<file path="src/rtl/multicycle_controller_if.sv">
// Control bundle between the multicycle RV32I controller and its datapath.
//   Decoded instruction fields and status (op, funct3, funct7b5, Zero,
//   MemReady) flow from datapath to controller; all mux selects, enables,
//   ALU control and the retire/illegal pulses flow back.
//   master : controller side (drives the control outputs)
//   slave  : datapath side (drives instruction fields and status)
interface multicycle_controller_if;
  logic [6:0] op;
  logic [2:0] funct3;
  logic       funct7b5;
  logic       Zero;
  logic       MemReady;

  logic       PCWrite;
  logic       AdrSrc;
  logic       MemWrite;
  logic       IRWrite;
  logic [1:0] ResultSrc;
  logic [1:0] ALUSrcA;
  logic [1:0] ALUSrcB;
  logic [2:0] ALUControl;
  logic [1:0] ImmSrc;
  logic       RegWrite;
  logic       InstrDone;
  logic       Illegal;

  modport master (
    input  op, funct3, funct7b5, Zero, MemReady,
    output PCWrite, AdrSrc, MemWrite, IRWrite, ResultSrc, ALUSrcA, ALUSrcB,
           ALUControl, ImmSrc, RegWrite, InstrDone, Illegal
  );

  modport slave (
    output op, funct3, funct7b5, Zero, MemReady,
    input  PCWrite, AdrSrc, MemWrite, IRWrite, ResultSrc, ALUSrcA, ALUSrcB,
           ALUControl, ImmSrc, RegWrite, InstrDone, Illegal
  );
endinterface

</file>
<file path="src/rtl/multicycle_controller.sv">
// Control FSM for the multicycle RV32I core (shared memory port, single ALU).
// Sequences the datapath one state per cycle, stalls on MemReady in FETCH,
// MEMREAD and MEMWRITE, and pulses InstrDone once per retired instruction.
//   clk   : rising-edge clock
//   reset : asynchronous active-high, returns the FSM to FETCH
//   bus   : controller side of multicycle_controller_if
// Only the state register is sequential; every output is combinational from
// the state and the current bus inputs.
module multicycle_controller (
  input  logic                     clk,
  input  logic                     reset,
  multicycle_controller_if.master  bus
);

  localparam logic [6:0] OP_LW  = 7'b0000011;
  localparam logic [6:0] OP_SW  = 7'b0100011;
  localparam logic [6:0] OP_R   = 7'b0110011;
  localparam logic [6:0] OP_I   = 7'b0010011;
  localparam logic [6:0] OP_BEQ = 7'b1100011;
  localparam logic [6:0] OP_JAL = 7'b1101111;

  typedef enum logic [3:0] {
    FETCH, DECODE, MEMADR, MEMREAD, MEMWB, MEMWRITE,
    EXECR, EXECI, JAL, ALUWB, BEQ
  } state_t;

  state_t     state, nxt;
  logic [1:0] aluop;

  logic       pcwrite, adrsrc, memwrite, irwrite, regwrite, done, illegal;
  logic [1:0] resultsrc, srca, srcb, immsrc;
  logic [2:0] aluctl;

  always_ff @(posedge clk or posedge reset) begin
    if (reset) state <= FETCH;
    else       state <= nxt;
  end

  // Next state and per-state controls
  always_comb begin
    nxt       = state;
    aluop     = 2'b00;
    pcwrite   = 1'b0;
    adrsrc    = 1'b0;
    memwrite  = 1'b0;
    irwrite   = 1'b0;
    regwrite  = 1'b0;
    done      = 1'b0;
    illegal   = 1'b0;
    resultsrc = 2'b00;
    srca      = 2'b00;
    srcb      = 2'b00;
    case (state)
      FETCH: begin
        srcb      = 2'b10;
        resultsrc = 2'b10;
        if (bus.MemReady) begin
          irwrite = 1'b1;
          pcwrite = 1'b1;
          nxt     = DECODE;
        end
      end
      DECODE: begin
        // ALU forms OldPC+imm here so the branch target sits in ALUOut
        srca = 2'b01;
        srcb = 2'b01;
        case (bus.op)
          OP_LW, OP_SW: nxt = MEMADR;
          OP_R:         nxt = EXECR;
          OP_I:         nxt = EXECI;
          OP_JAL:       nxt = JAL;
          OP_BEQ:       nxt = BEQ;
          default: begin
            // PC already advanced in FETCH, so skipping is just a retire
            illegal = 1'b1;
            done    = 1'b1;
            nxt     = FETCH;
          end
        endcase
      end
      MEMADR: begin
        srca = 2'b10;
        srcb = 2'b01;
        nxt  = bus.op[5] ? MEMWRITE : MEMREAD;
      end
      MEMREAD: begin
        adrsrc = 1'b1;
        if (bus.MemReady) nxt = MEMWB;
      end
      MEMWB: begin
        resultsrc = 2'b01;
        regwrite  = 1'b1;
        done      = 1'b1;
        nxt       = FETCH;
      end
      MEMWRITE: begin
        adrsrc   = 1'b1;
        memwrite = 1'b1;
        if (bus.MemReady) begin
          done = 1'b1;
          nxt  = FETCH;
        end
      end
      EXECR: begin
        srca  = 2'b10;
        aluop = 2'b10;
        nxt   = ALUWB;
      end
      EXECI: begin
        srca  = 2'b10;
        srcb  = 2'b01;
        aluop = 2'b10;
        nxt   = ALUWB;
      end
      JAL: begin
        // PC <= branch target from ALUOut; ALU computes OldPC+4 for rd
        srca    = 2'b01;
        srcb    = 2'b10;
        pcwrite = 1'b1;
        nxt     = ALUWB;
      end
      ALUWB: begin
        regwrite = 1'b1;
        done     = 1'b1;
        nxt      = FETCH;
      end
      BEQ: begin
        srca    = 2'b10;
        aluop   = 2'b01;
        pcwrite = bus.Zero;
        done    = 1'b1;
        nxt     = FETCH;
      end
      default: nxt = FETCH;
    endcase
  end

  // ALU decoder
  always_comb begin
    aluctl = 3'b000;
    case (aluop)
      2'b00: aluctl = 3'b000;
      2'b01: aluctl = 3'b001;
      default: begin
        case (bus.funct3)
          // funct7b5 only selects sub for R-type; addi ignores it
          3'b000:  aluctl = (bus.op[5] & bus.funct7b5) ? 3'b001 : 3'b000;
          3'b010:  aluctl = 3'b101;
          3'b110:  aluctl = 3'b011;
          3'b111:  aluctl = 3'b010;
          default: aluctl = 3'b000;
        endcase
      end
    endcase
  end

  // Immediate format is purely a function of opcode
  always_comb begin
    case (bus.op)
      OP_SW:   immsrc = 2'b01;
      OP_BEQ:  immsrc = 2'b10;
      OP_JAL:  immsrc = 2'b11;
      default: immsrc = 2'b00;
    endcase
  end

  // Enables are gated by reset directly so an in-flight write drops the
  // moment reset rises, not at the next edge.
  assign bus.PCWrite    = pcwrite  & ~reset;
  assign bus.IRWrite    = irwrite  & ~reset;
  assign bus.MemWrite   = memwrite & ~reset;
  assign bus.RegWrite   = regwrite & ~reset;
  assign bus.InstrDone  = done     & ~reset;
  assign bus.Illegal    = illegal  & ~reset;
  assign bus.AdrSrc     = adrsrc;
  assign bus.ResultSrc  = resultsrc;
  assign bus.ALUSrcA    = srca;
  assign bus.ALUSrcB    = srcb;
  assign bus.ALUControl = aluctl;
  assign bus.ImmSrc     = immsrc;

endmodule

</file>
<file path="src/flat_wrapper.sv">
// flat-port wrapper written by rule: the top's interface ports become plain ports
module multicycle_controller_flat 
  (clk, reset, bus_op, bus_funct3, bus_funct7b5, bus_Zero, bus_MemReady, bus_PCWrite, bus_AdrSrc, bus_MemWrite, bus_IRWrite, bus_ResultSrc, bus_ALUSrcA, bus_ALUSrcB, bus_ALUControl, bus_ImmSrc, bus_RegWrite, bus_InstrDone, bus_Illegal);
  multicycle_controller_if bus_i ();
  input  logic clk;
  input  logic reset;
  input wire logic [$bits(bus_i.op)-1:0] bus_op;
  input wire logic [$bits(bus_i.funct3)-1:0] bus_funct3;
  input wire logic [$bits(bus_i.funct7b5)-1:0] bus_funct7b5;
  input wire logic [$bits(bus_i.Zero)-1:0] bus_Zero;
  input wire logic [$bits(bus_i.MemReady)-1:0] bus_MemReady;
  output wire logic [$bits(bus_i.PCWrite)-1:0] bus_PCWrite;
  output wire logic [$bits(bus_i.AdrSrc)-1:0] bus_AdrSrc;
  output wire logic [$bits(bus_i.MemWrite)-1:0] bus_MemWrite;
  output wire logic [$bits(bus_i.IRWrite)-1:0] bus_IRWrite;
  output wire logic [$bits(bus_i.ResultSrc)-1:0] bus_ResultSrc;
  output wire logic [$bits(bus_i.ALUSrcA)-1:0] bus_ALUSrcA;
  output wire logic [$bits(bus_i.ALUSrcB)-1:0] bus_ALUSrcB;
  output wire logic [$bits(bus_i.ALUControl)-1:0] bus_ALUControl;
  output wire logic [$bits(bus_i.ImmSrc)-1:0] bus_ImmSrc;
  output wire logic [$bits(bus_i.RegWrite)-1:0] bus_RegWrite;
  output wire logic [$bits(bus_i.InstrDone)-1:0] bus_InstrDone;
  output wire logic [$bits(bus_i.Illegal)-1:0] bus_Illegal;
  assign bus_i.op = bus_op;
  assign bus_i.funct3 = bus_funct3;
  assign bus_i.funct7b5 = bus_funct7b5;
  assign bus_i.Zero = bus_Zero;
  assign bus_i.MemReady = bus_MemReady;
  assign bus_PCWrite = bus_i.PCWrite;
  assign bus_AdrSrc = bus_i.AdrSrc;
  assign bus_MemWrite = bus_i.MemWrite;
  assign bus_IRWrite = bus_i.IRWrite;
  assign bus_ResultSrc = bus_i.ResultSrc;
  assign bus_ALUSrcA = bus_i.ALUSrcA;
  assign bus_ALUSrcB = bus_i.ALUSrcB;
  assign bus_ALUControl = bus_i.ALUControl;
  assign bus_ImmSrc = bus_i.ImmSrc;
  assign bus_RegWrite = bus_i.RegWrite;
  assign bus_InstrDone = bus_i.InstrDone;
  assign bus_Illegal = bus_i.Illegal;
  multicycle_controller u_core (.clk(clk), .reset(reset), .bus(bus_i));
endmodule
</file>
<file path="config.mk">
export PLATFORM = sky130hd
export DESIGN_NAME = multicycle_controller_flat
export DESIGN_NICKNAME = d
export VERILOG_FILES = /design/src/rtl/multicycle_controller_if.sv /design/src/rtl/multicycle_controller.sv /design/src/flat_wrapper.sv
export SDC_FILE = /design/constraint.sdc
export NUM_CORES = 1
export LEC_CHECK = 0
export CAP_MARGIN = 5
export CORE_AREA = 2 2 44 46
export DETAILED_ROUTE_END_ITERATION = 10
export DIE_AREA = 0 0 46 48
export GPL_TIMING_DRIVEN = 0
export PLACE_DENSITY = 0.81
export SYNTH_ARGS = -nofsm -noshare
export SYNTH_HDL_FRONTEND = slang
export SYNTH_SLANG_ARGS = --single-unit
</file>
<file path="constraint.sdc">
create_clock -name clk -period 1.7 [get_ports clk]
set_input_delay 0.34 -clock clk [delete_from_list [all_inputs] [get_ports clk]]
set_output_delay 0.34 -clock clk [all_outputs]
set_load 0.05 [all_outputs]
</file>
==> summary.md <==
| Metric | Value |
|---|---|
| Die height | `48 um` |
| Tot Pwr | `1.76 mW` |
| Worst vdd ir | `1.06 mV` |
| Status | `finished with violations` |
| Crit-path slowest cell | `or4_4` |
| Post-Layout Cell Count | `172` |
| Ranking of synthesized cells by area | `dfrtp_1, nor2_1, nor3_1` |
| Max FO, Critical Path | `3` |
| Largest Register | `u_core.state` |
| Final Hold Fails | `0` |
| Setup TNS | `-4.55 ns` |
| Root Driver | `clkbuf_4` |
| Crit path from | `u_core.state[2]` |
| WP depth | `5` |
| Worst reg2reg setup slack | `-0.33 ns` |
| # DRC | `0` |
| Crit start category | `flop` |
| Crit path buf inv count | `2` |
| Row Count | `15` |
| Total GRT Usage | `36.4%` |
| NetSw | `0.914 mW` |
| Vias per Instance | `6.85` |
| Post-synth cell types | `41` |
| Die X | `46 um` |
| Via count | `1178` |
| Final WS setup | `-0.490 ns` |
| DRT Pass-1 Iters | `4` |
| CP top delay family | `simple AND/OR/NAND/NOR gates` |
| Net Sw Frac | `51.8%` |
| Largest family of logic cells by synthesized area | `simple AND/OR/NAND/NOR gates` |
| Failing checks | `negative setup slack` |
| Worst EP arrival | `1.85 ns` |
| CTS Buf Count | `3` |
| Post-Place Worst Slack | `-1.20 ns` |
| XOR/XNOR share of the synthesized area | `4.09%` |
| CTS sink count | `4` |
| CTS tree | `done` |
| I/O pins | `33` |
| RSZ-0062 raised after global routing | `true` |
| Fmax achieved | `457 MHz` |
| Adder-cell share of the synthesized area | `0%` |
| Most frequent cells in the layout | `buf_6, buf_4, nor2_1, clkbuf_2, buf_8` |
| Starting DRT DRC Count | `72` |
| Leakage | `0.680 nW` |
| Final setup fails | `19` |
| Yosys reg bits | `4` |
| Worst R2R Start | `u_core.state[1]` |
| Dpl hpwl | `1.62 mm` |
| Port bufs | `32` |
| Area leader, netlist | `dfrtp_1` |
| Max-slew headroom | `66.4%` |
| Share of layout cells above drive strength 1 | `65.8%` |
| Max reg flops | `4` |
| First-pass GRT wire length | `5.46 mm` |
| Combinational share of power | `84.2%` |
| Period Utilization, post-route | `129%` |
| Placed Cells incl. Taps | `142` |
| Synth top area share | `15.6%` |
| Crit path to | `bus_InstrDone` |
| Most common library cell in the layout ignoring fill and taps | `buf_6` |
| Die area | `2210 um^2` |
| Mapped cell area | `642 um^2` |
| Clock transition at the registers of the reported paths | `0.04 ns` |
| Worst Max-Slew Pin Slew | `0.503 ns` |
| Net Count, Synth | `108` |
| Initial core utilization | `38.0%` |
| Gp weighted congestion | `0.778` |
| Flop pwr share | `8.9%` |
| Clock skew | `0.00460 ns` |
| Routed length per instance | `24.7 um` |
| Min-Delay Path Class | `in -> async` |
| H-tree Lvls | `1` |
| Core box area | `1690 um^2` |
| Seq. cell area | `103 um^2` |
| Latest clock arrival within the worst-skew pair | `0.24 ns` |
| Synth warn | `0` |
| Area Overhead vs Synth | `153%` |
| Critical Path End Type | `output port` |
| Post-route cell area | `1620 um^2` |
| Crit Path Class | `reg -> out` |
| Pwr/cell area | `1090 nW/um^2` |
| Critical path's largest stage delay | `0.55 ns` |
| Multi-input gate area | `791 um^2` |
| Internal | `0.850 mW` |
| R2R Path End | `u_core.state[0]` |
| Nets | `172` |
| # diodes | `0` |
| Antenna viol nets, final | `0` |
| Gr ovfl total | `0` |
| Routed WL | `4.26 mm` |
| Antenna violations before repair | `0` |
| Register area share after synthesis | `15.6%` |
| Fill cells | `36` |
| Pins Over Slew Limit | `0` |
| Final min period | `2.19 ns` |
| Data required time at the worst endpoint | `1.36 ns` |
| Compound-Gate Fraction of Synth Area | `23.4%` |
| Vias in the first global route | `1089` |
| Clock Power Share | `6.9%` |
| Max Cap Viol | `0` |
| CP Cell Sequence | `buf_6 -> or4_4 -> nor3_4 -> a221o_2 -> buf_8` |
| Hold_buf cts | `0` |
| Post-Synthesis Cells | `93` |
| Largest net degree at the start of global routing | `11` |
| Leading registers by flop count | `u_core.state: 4 flops` |
| Mux cell area share after synthesis | `0%` |
| FF-to-FF path depth | `7` |
| Dpl cell area | `1130 um^2` |
| Clock buffer depth | `2` |
| Simple-gate share of the synthesized area | `48.5%` |
| Mapped Avg Cell Area | `6.90 um^2` |
[kinds of logic after synthesis]
family | Yosys count
simple gates | 55
compound gates | 20
buf+inv | 11
flops | 4
xor+xnor | 3
[what timing repair did]
item,CTS,global route
pin swaps,19,13
setup buffers,22,12
resized for setup,183,34
gates cloned,0,1
endpoints found under the setup margin,20,21
[power by group through the flow]
stage                     sequential, mW  clock, mW  combinational, mW
final                              0.157      0.122               1.48
after global routing               0.154      0.132               1.53
after CTS                          0.143      0.121               1.26
after detailed placement           0.119          0               1.02
after global placement             0.119          0              0.996
after floorplan                    0.118          0              0.755
[synth_stat cells]
cell        n
o211ai_1    1
dfrtp_1     4
nand4_1     1
o21ai_0     3
a22oi_1     1
nor4b_4     1
buf_1       1
o21a_1      2
a21oi_1     4
buf_6       1
o22ai_1     1
buf_4       1
a21boi_0    1
o32ai_1     1
nor3b_1     2
a31oi_1     1
and2_1      2
inv_1       4
o22a_1      1
buf_2       1
and4b_1     1
nor2_1     14
xnor2_1     2
a211oi_2    1
a221o_1     1
nand3_1     2
and3_1      1
a2111oi_2   1
nand2b_1    3
nand2_1     7
nor2b_1     5
or4_1       2
o311a_1     1
or3_1       1
xor2_1      1
nor3_1      7
nand4b_1    1
or2_2       1
nor4_1      2
nand3b_1    2
clkbuf_1    3
[routing by layer]
layer / wire (um) / share of wire [%] / track usage (%)
met5: 0 / 0 / 0
met4: 227 / 5.3 / 17.1
met1: 1510 / 36 / 36.9
met3: 437 / 10 / 10.2
met2: 2080 / 49 / 68.3
[per-stage QoR]
step           hold slack [ns]  utilization (%)
5_1_grt                  0.317             96.0
2_1_floorplan            0.115                -
3_5_place_dp             0.701             67.0
4_1_cts                  0.281             90.5
6_report                 0.308             96.0
3_3_place_gp             0.714             67.0
[worst min-delay path by stage]
stage,from,end,cells after the start
4_1_cts,reset,u_core.state[3],2
3_3_place_gp,u_core.state[1],u_core.state[3],4
2_1_floorplan,reset,u_core.state[0],1
3_5_place_dp,u_core.state[1],u_core.state[3],4
6_report,reset,u_core.state[3],2
5_1_grt,reset,u_core.state[0],2
[area by class of cell]
| cell class | count | area share (%) |
|---|---|---|
| plain buffers | 4 | 3.55 |
| repair buffers | 62 | 37.6 |
| multi-input cells | 78 | 48.8 |
| clock buffers | 3 | 1.39 |
| well taps | 17 | 1.31 |
| flip-flops and latches | 4 | 6.33 |
| inverters | 4 | 1.08 |
No activity file was read; power rests on OpenSTA's default activity.
